$ cat src/rtl/vend_ctrl.sv
// vend_ctrl: coin-credit vending controller with per-item stock, change/refund pulses and 7-seg credit display
module vend_ctrl #(
  parameter int unsigned N_ITEMS = 3,
  parameter logic [8*N_ITEMS-1:0] PRICES = {8'd3, 8'd2, 8'd1},
  parameter int unsigned STOCK_INIT = 4,
  parameter int unsigned MAX_CREDIT = 99,
  parameter int unsigned TIMEOUT = 1000
) (
  input  logic               clk,
  input  logic               rst,
  input  logic               m1,
  input  logic               m5,
  input  logic [N_ITEMS-1:0] sel,
  input  logic               cancel,
  input  logic               restock,
  output logic               vend,
  output logic [2:0]         vend_item,
  output logic               coin_out1,
  output logic               coin_out5,
  output logic               coin_reject,
  output logic               insufficient,
  output logic               sold_out,
  output logic [6:0]         credit,
  output logic [6:0]         seg_tens,
  output logic [6:0]         seg_ones
);
  localparam int TW = $clog2(TIMEOUT);
  typedef enum logic [1:0] {IDLE, ACCUM, VEND, CHANGE} state_t;
  state_t state_q, state_d;
  logic [6:0] credit_q, credit_d, seg_tens_q, seg_tens_d, seg_ones_q, seg_ones_d;
  logic [3:0] stock_q [N_ITEMS];
  logic [3:0] stock_d [N_ITEMS];
  logic [TW-1:0] timer_q, timer_d;
  logic gap_q, gap_d, vend_q, vend_d, c1_q, c1_d, c5_q, c5_d;
  logic rej_q, rej_d, ins_q, ins_d, sold_q, sold_d;
  logic [2:0] item_q, item_d, idx;
  logic [7:0] price, sum;
  logic [3:0] stk;
  logic [2:0] add;
  logic open_st, do_cancel, any_sel, sell, accept, timeout, pulse, chg5;
  function automatic logic [6:0] seg7(input logic [6:0] d);
    case (d)
      7'd0: seg7 = 7'b0000001;
      7'd1: seg7 = 7'b1001111;
      7'd2: seg7 = 7'b0010010;
      7'd3: seg7 = 7'b0000110;
      7'd4: seg7 = 7'b1001100;
      7'd5: seg7 = 7'b0100100;
      7'd6: seg7 = 7'b0100000;
      7'd7: seg7 = 7'b0001111;
      7'd8: seg7 = 7'b0000000;
      7'd9: seg7 = 7'b0000100;
      default: seg7 = 7'b1111111;
    endcase
  endfunction
  // lowest-index select wins; descending scan lets the lowest set bit overwrite
  always_comb begin
    idx = 3'd0;
    price = 8'd0;
    stk = 4'd0;
    for (int i = N_ITEMS - 1; i >= 0; i--)
      if (sel[i]) begin
        idx = 3'(i);
        price = PRICES[8*i +: 8];
        stk = stock_q[i];
      end
  end
  assign open_st   = state_q == IDLE || state_q == ACCUM;
  assign do_cancel = state_q == ACCUM && cancel;
  assign any_sel   = open_st && !do_cancel && |sel;
  assign sell      = any_sel && stk != 4'd0 && {1'b0, credit_q} >= price;
  assign add       = (m5 ? 3'd5 : 3'd0) + {2'b0, m1};
  assign sum       = {1'b0, credit_q} + {5'b0, add};
  assign accept    = (m1 || m5) && open_st && !do_cancel && !any_sel && sum <= 8'(MAX_CREDIT);
  assign timeout   = state_q == ACCUM && !accept && !any_sel && timer_q == TW'(TIMEOUT - 1);
  assign pulse     = credit_q != 7'd0 && (state_q == VEND || (state_q == CHANGE && !gap_q));
  assign chg5      = credit_q >= 7'd5;
  always_ff @(posedge clk) begin
    if (!rst) begin
      state_q <= IDLE;
      credit_q <= 7'd0;
      timer_q <= '0;
      gap_q <= 1'b0;
      vend_q <= 1'b0;
      item_q <= 3'd0;
      c1_q <= 1'b0;
      c5_q <= 1'b0;
      rej_q <= 1'b0;
      ins_q <= 1'b0;
      sold_q <= 1'b0;
      seg_tens_q <= 7'b0000001;
      seg_ones_q <= 7'b0000001;
      for (int i = 0; i < N_ITEMS; i++) stock_q[i] <= 4'(STOCK_INIT);
    end else begin
      state_q <= state_d;
      credit_q <= credit_d;
      timer_q <= timer_d;
      gap_q <= gap_d;
      vend_q <= vend_d;
      item_q <= item_d;
      c1_q <= c1_d;
      c5_q <= c5_d;
      rej_q <= rej_d;
      ins_q <= ins_d;
      sold_q <= sold_d;
      seg_tens_q <= seg_tens_d;
      seg_ones_q <= seg_ones_d;
      for (int i = 0; i < N_ITEMS; i++) stock_q[i] <= stock_d[i];
    end
  end
  always_comb begin
    state_d = state_q;
    case (state_q)
      IDLE:    state_d = sell ? VEND : accept ? ACCUM : IDLE;
      ACCUM:   state_d = (do_cancel || timeout) ? CHANGE : sell ? VEND : ACCUM;
      VEND:    state_d = credit_q != 7'd0 ? CHANGE : IDLE;
      default: state_d = (!gap_q && credit_q == 7'd0) ? IDLE : CHANGE;
    endcase
  end
  // the first change pulse leaves straight from VEND; gap_q forces a quiet cycle after each pulse
  always_comb begin
    credit_d = sell ? credit_q - price[6:0] : accept ? sum[6:0] :
               pulse ? credit_q - (chg5 ? 7'd5 : 7'd1) : credit_q;
    timer_d = (state_q == ACCUM && !accept && !any_sel && !timeout) ? timer_q + 1'b1 : '0;
    gap_d = pulse;
    c5_d = pulse && chg5;
    c1_d = pulse && !chg5;
    vend_d = sell;
    item_d = sell ? idx : item_q;
    rej_d = (m1 || m5) && !accept;
    ins_d = any_sel && stk != 4'd0 && !sell;
    sold_d = any_sel && stk == 4'd0;
    for (int i = 0; i < N_ITEMS; i++)
      stock_d[i] = restock ? 4'(STOCK_INIT) : (sell && idx == 3'(i)) ? stock_q[i] - 4'd1 : stock_q[i];
    seg_tens_d = seg7(credit_d / 7'd10);
    seg_ones_d = seg7(credit_d % 7'd10);
  end
  assign vend = vend_q;
  assign vend_item = item_q;
  assign coin_out1 = c1_q;
  assign coin_out5 = c5_q;
  assign coin_reject = rej_q;
  assign insufficient = ins_q;
  assign sold_out = sold_q;
  assign credit = credit_q;
  assign seg_tens = seg_tens_q;
  assign seg_ones = seg_ones_q;
endmodule

$ cat config.mk
export PLATFORM = sky130hd
export DESIGN_NAME = vend_ctrl
export DESIGN_NICKNAME = d
export VERILOG_FILES = /design/src/rtl/vend_ctrl.sv
export SDC_FILE = /design/constraint.sdc
export NUM_CORES = 1
export LEC_CHECK = 0
export BUFFER_PORTS_ARGS = -buffer_cell sky130_fd_sc_hd__buf_4
export CORE_MARGIN = 2
export CORE_UTILIZATION = 54
export CTS_CLUSTER_SIZE = 20
export DETAILED_ROUTE_END_ITERATION = 7
export PLACE_DENSITY = 0.88
export REMOVE_ABC_BUFFERS = 1
export SETUP_SLACK_MARGIN = 0.02
export SYNTH_ARGS = -nofsm -noshare
export SYNTH_HDL_FRONTEND = slang
export SYNTH_SLANG_ARGS = --single-unit
$ cat constraint.sdc
create_clock -name clk -period 5.6 [get_ports clk]
set_input_delay 0.28 -clock clk [delete_from_list [all_inputs] [get_ports clk]]
set_output_delay 0.28 -clock clk [all_outputs]
set_load 0.1 [all_outputs]
## Word level (Yosys, flattened, before mapping)

Memories as Yosys holds them, arrays and structs flattened.
Cells that the tools add are included.

| storage, ports and cells | value |
|---|---|
| ROM bits | 224 |
| output and inout port bits | 30 |
| bits in registers | 43 |
| RAM bits | 12 |
| input port bits | 9 |
| word-level logic and storage cells | 121 |
| memories kept | 3 |

Memories:

| memory | depth | bits a word | read ports | clocked after Yosys merged registers in | wr ports | RTL line | source |
|---|---|---|---|---|---|---|---|
| (no name shown) | 16 | 7 | 1 | 0 | 0 | 42 | `case (d)` |
| (no name shown) | 16 | 7 | 1 | 0 | 0 | 42 |  |
| stock_q | 3 | 4 | 3 | 0 | 3 | 31 | `logic [3:0] stock_q [N_ITEMS];` |

| operators by class | value |
|---|---|
| $lt $le $gt $ge | 3 |
| bitwise gates (word level) | 3 |
| muxes and demuxes | 34 |
| divide/modulo/power cells | 2 |
| reductions and logical operators | 47 |
| $add $sub $neg | 8 |
| eq/ne operators | 6 |

Operator list:

| kind | count |
|---|---|
| 4-bit 2-to-1 mux | 12 |
| 7-bit 2-to-1 mux | 5 |
| 1-bit logical AND | 24 |
| 8-bit 2-to-1 mux | 2 |
| 2-bit 2-to-1 mux | 7 |
| 3-bit 2-to-1 mux | 4 |
| 4-bit by 1-bit subtractor with 4-bit output (second input constant) | 3 |
| 10-bit by 1-bit adder with 10-bit output (second input constant) | 1 |
| 10-bit equality test (second input constant) | 1 |
| 3-bit zero test | 3 |
| 7-bit by 3-bit adder with 8-bit output | 1 |
| 7-bit by 8-bit >= comparator with 1-bit output | 1 |
| 8-bit by 7-bit less-or-equal comparator with 1-bit output (second input constant) | 1 |
| 7-bit by 4-bit divider with 7-bit output (second input constant) | 1 |
| 7-bit by 3-bit >= comparator with 1-bit output (second input constant) | 1 |
| 1-bit zero test | 7 |
| 7-bit zero test | 1 |
| 7-bit by 4-bit modulo with 7-bit output (second input constant) | 1 |
| 7-bit nonzero test | 1 |
| 7-bit by 3-bit subtractor with 7-bit output | 1 |
| 7-bit subtractor | 1 |
| 2-bit case mux with 3 select lines | 1 |
| 2-bit AND reduction | 3 |
| 2-bit equality test (second input constant) | 2 |
| 11 further kinds | 18 |

## Longest topological paths before layout

| logic depth | value |
|---|---|
| depth in word-level cells | 15 |
| gate-level depth with buffers | 26 |
| mapped depth without buffers | 24 |

## Worst setup path after synthesis

OpenSTA, ideal clock, no wires.

| path | value |
|---|---|
| kind | reg2reg |
| from | register credit_q[1] (netlist: credit[1]) |
| to | register seg_ones_q[2] (netlist: seg_ones[2]) |
| arrival time | 5,746 ps |
| data required time | 5,471 ps |
| period minus slack after synthesis | 5,876 ps |
| stages on the path, launching flop included | 23 |
| slack | -276 ps |
| cell sequence | dfxtp_1 > inv_1 > fa_1 > nor2b_1 > o2111ai_1 > xor2_1 > o311ai_0 > mux2_2 > or2_1 > clkbuf_2 > nor2_1 > nor3_1 > a221oi_2 > ha_1 > inv_1 > nand3_2 > nand2_1 > xnor2_1 > ha_1 > o31ai_1 > a31o_2 > o41ai_1 > a31oi_1 |

| between the ends | value |
|---|---|
| longest elaborated chain between the ends | 9 |
| elaborated cells on any way between the ends | 18 |

Ends and longest elaborated chain:

| element | RTL line | source |
|---|---|---|
| start, declared | 30 | `logic [6:0] credit_q, credit_d, seg_tens_q, seg_tens_d, seg_ones_q, seg_ones_d;` |
| start signal, assigned | 96 | `credit_q <= credit_d;` |
| 7-bit by 3-bit >= comparator with 1-bit output | 77 | `assign chg5 = credit_q >= 7'd5;` |
| 3-bit 2-to-1 mux | 123 | `pulse ? credit_q - (chg5 ? 7'd5 : 7'd1) : credit_q;` |
| 7-bit by 3-bit subtractor with 7-bit output | 123 |  |
| 7-bit 2-to-1 mux | 123 |  |
| 7-bit 2-to-1 mux | 122 | `credit_d = sell ? credit_q - price[6:0] : accept ? sum[6:0] :` |
| 7-bit 2-to-1 mux (*) | 122 |  |
| 7-bit by 4-bit modulo with 7-bit output (*) | 136 | `seg_ones_d = seg7(credit_d % 7'd10);` |
| memory 16 x 7 bit or 3-bit zero test (tied branches) | n/a |  |
| 7-bit 2-to-1 mux (*) | 42 |  |
| end signal, assigned | 107 | `seg_ones_q <= seg_ones_d;` |
| end, declared | 30 |  |

Every way passes the cells marked *; elsewhere a longest branch is shown, timed or not.
A chain may end at the register's enable or synchronous reset.

## Worst setup path in the final report

| path | value |
|---|---|
| from | register credit_q[0] (netlist: credit[0]) |
| to | register seg_ones_q[3] (netlist: seg_ones[3]) |

Same word-level chain as after synthesis.

==> results.md <==
Synth:
- The sequential element share of the synthesized area is 27.9%.
- For this run, the leading register cell type out of synthesis is sky130_fd_sc_hd__dfxtp_1.
- Counting every instance in the synthesized netlist gives 468.
- The synthesized design contains 54 register bits.
- The mean area per synthesized cell is 8.29 µm².
- The number of distinct library cells after synthesis is 85.
- The dominant cell by count in the synthesized netlist is sky130_fd_sc_hd__nor2_1.
- Ranked by total cell area, the synthesized netlist is headed by sky130_fd_sc_hd__dfxtp_1, sky130_fd_sc_hd__ha_1, sky130_fd_sc_hd__nor2_1.
- In this run, synthesis inferred 0 flip-flops with an integrated enable.
- The cell type contributing the most total cell area after synthesis is sky130_fd_sc_hd__dfxtp_1.
- The share of synthesized flip-flops with an asynchronous set or reset is 0%.
- By count the netlist is led by sky130_fd_sc_hd__nor2_1, sky130_fd_sc_hd__dfxtp_1, sky130_fd_sc_hd__nand2_1.
- For this run, the number of Yosys warnings is 0.
- The mapped cell area is 3880 µm².
- The share of synthesized area in the top cell type comes to 27.9%.

Timing:
- After layout, the worst path uses 93.4% of the clock period.
- The number of max-slew violations in the final report is 0.
- Setup violations remaining at the end of the flow were counted as 0.
- The worst slew slack as a fraction of its limit is 39.4%.
- The routed design could run at a clock period as short as 5.23 ns.
- The maximum clock frequency is 191 MHz.
- The final setup skew is 0.00920 ns.
- At the pin with the least slew margin, the transition time is 0.902 ns.
- The count of final hold-check violations is 0.

Clock tree:
- The tree is rooted in a sky130_fd_sc_hd__clkbuf_8.
- Hold repair after CTS inserted 0 buffers.
- The TritonCTS sink count is 54.
- The longest clock path from root to sink contains 2 buffers.
- After clock tree synthesis, the repair step resized 0 gates.
- The number of CTS-inserted buffers is 5.
- Clock-pin slew was measured on the worst setup and hold paths at 0.10 ns.
- The worst-skew pair later-pin latency is 0.31 ns.
- The count of H-tree levels built during CTS is 2.
- The TritonCTS clock tree is built.
- The post-CTS setup repair buffer count is 0.

Routing:
- The total via count in the routed design is 3676.
- The first routing iteration left 310 violations.
- The detailed-router iteration count before antenna repair is 5.
- In the final routed layout, each cell accounts on average for 15.8 µm.
- After detailed routing, the number of remaining DRC violations is 0.
- The wire length reported by the detailed router is 9.50 mm.
- The number of nets with antenna violations after routing is 0.
- After detailed routing, the number of vias per cell comes to 6.12.

Placement:
- The post-detailed-placement cell area is 4270 µm².
- Once detailed placement completed, the half-perimeter wirelength came to 7.20 mm.
- During placement, the flow inserted port buffers numbering 37.
- At the end of routability-driven placement, the weighted congestion stood at 0.932.
- The cell count after placement is 594.

Critical path:
- In this run the worst path has a maximum fanout of 10.
- The arrival time at the worst endpoint is 5.41 ns.
- In this run the register-to-register setup slack is 0.37 ns.
- STA classifies the critical path startpoint as a flip-flop.
- The worst register-to-register path begins at credit[0]$_SDFF_PN0_.
- The number of cells on the worst reg-to-reg path is 21.
- Data on the critical path is required at its endpoint by 5.77 ns.
- The critical path in this run is classified as reg2reg.
- The worst reg2reg path endpoint is seg_ones[3]$_SDFF_PN0_.
- The critical path endpoint category is a flip-flop.

Job:
- The number of max-cap violations is 0.

Hold path:
- The tightest min-delay check is of the in2reg type.
- Along the worst hold path, the cell count comes to 2.
- The critical hold path startpoint is rst.
- The endpoint of the worst hold path is seg_tens[0]$_SDFF_PN1_.

Finish:
- The area growth from synthesis to layout is 13.1%.
- The share of layout cells above drive strength 1 is 20.8%.
- The area taken by multi-input logic gates is 2620 µm².
- The count of antenna diodes in the layout is 0.
- The post-route cell area is 4390 µm².
- In the final design database the tool counted 542 nets.
- The post-route non-filler standard cell count is 601.
- After filler insertion, the fill cell instance count of the layout stands at 599.
- The utilization after layout is 63.9%.
- In the final layout, flip-flops and latches occupy 1080 µm².

Global route:
- The number of global-route vias before repair is 3483.
- The total global-route track usage is 25.5%.
- The initial antenna violation count was 0.
- Entering global routing, the biggest net connects 27 pins.
- The wire length of the first global-routing pass is 16.1 mm.
- After global routing the overflow that remains totals 0.

Floorplanning:
- The y dimension of the die is 88.8 µm.
- The effective utilization at floorplan is 56.5%.
- During I/O placement, the number of pins put on the boundary was 39.
- The die width is 88.8 µm.
- Row generation in the floorplan step produced 30 rows.
- The floorplan core area is 6870 µm².
- The floorplan step defined a die boundary enclosing 7880 µm².

Status:
- The run finished with clean final reports.
[placed cells by master, fill, tap and decap left out, drive strengths merged, types with 6 or more instances in the layout]
cell / count
a211oi: 9
nand3: 20
and3: 6
nor3: 18
inv: 28
o21ai: 20
o31ai: 6
xor2: 13
o211ai: 6
nor2: 58
or3: 8
nand2: 34
xnor2: 13
a21oi: 25
buf: 50
dfxtp: 54
ha: 26
[critical path, stage by stage (launching register included)]
cell and delay, ns:
sky130_fd_sc_hd__dfxtp_2 0.39, sky130_fd_sc_hd__inv_1 0.17, sky130_fd_sc_hd__ha_1 0.19, sky130_fd_sc_hd__inv_1 0.05, sky130_fd_sc_hd__fa_1 0.42, sky130_fd_sc_hd__nor3_2 0.26
sky130_fd_sc_hd__nand2_1 0.13, sky130_fd_sc_hd__a211o_1 0.39, sky130_fd_sc_hd__a32o_1 0.32, sky130_fd_sc_hd__a31oi_4 0.29, sky130_fd_sc_hd__o21ai_2 0.17, sky130_fd_sc_hd__xnor2_1 0.20
sky130_fd_sc_hd__nor3_1 0.08, sky130_fd_sc_hd__a221oi_2 0.23, sky130_fd_sc_hd__buf_4 0.20, sky130_fd_sc_hd__ha_1 0.20, sky130_fd_sc_hd__o2111ai_1 0.18, sky130_fd_sc_hd__a2111oi_1 0.48
sky130_fd_sc_hd__a211o_1 0.17, sky130_fd_sc_hd__a211oi_1 0.08, sky130_fd_sc_hd__a31oi_2 0.32, sky130_fd_sc_hd__o221ai_1 0.15
[kinds of logic after synthesis]
kind of cell / count (synthesis) / synth area share (%)
AO/OA/AOI/OAI: 126 / 26.0
XOR/XNOR: 26 / 5.87
adder cells (fa/ha/maj): 29 / 9.67
buffers and inverters: 48 / 5.38
flip-flops: 54 / 27.9
multiplexers: 8 / 2.16
other: 1 / 0.0966
AND/OR/NAND/NOR: 176 / 23.0
[area by class of cell]
cell class / count / share of cell area, %
timing repair buffer: 50 / 8.55
tap: 96 / 2.74
multi-input combinational: 366 / 59.8
sequential: 54 / 24.7
clock inverter: 2 / 0.314
inverter: 28 / 2.40
clock buffer: 5 / 1.57
[state kept, by name, indices dropped and copies added (netlist names), 2 cells and up]
name and count:
stock_q 12, timer_q 10, credit 7, seg_ones 7, seg_tens 7, state_q 2
vend_item 2
[through the flow]
step	setup WS [ns]	hold slack, ns	setup TNS [ns]
after floorplan	-0.337	0.342	-1.25
after global placement	0.343	0.428	0
after detailed placement	0.0950	0.431	0
after CTS	0.141	0.242	0
after global routing	-0.0418	0.255	-0.0698
final	0.369	0.246	0
[worst max path at each step]
stage	slack (ns)	startpoint	cells after the start	end
after floorplan	-0.34	credit[1]$_SDFF_PN0_	21	seg_ones[2]$_SDFF_PN0_
after global placement	0.34	m5	22	seg_ones[3]$_SDFF_PN0_
after detailed placement	0.1	m5	23	seg_ones[1]$_SDFF_PN0_
after CTS	0.14	credit[0]$_SDFF_PN0_	21	seg_ones[1]$_SDFF_PN0_
after global routing	-0.04	credit[0]$_SDFF_PN0_	20	seg_ones[6]$_SDFF_PN0_
final	0.37	credit[0]$_SDFF_PN0_	21	seg_ones[3]$_SDFF_PN0_
[metal layers]
metal	wire length, µm	global-route usage [%]	vias to the layer above
li1	-	-	1771
met1	4270	34.2	1745
met2	4440	41.2	138
met3	521	3.26	22
met4	263	10.9	0
met5	0	0	-
Power is left out: the tool's default activity adds up to more than one toggle a clock period on the data nets, which glitch-free logic cannot reach.
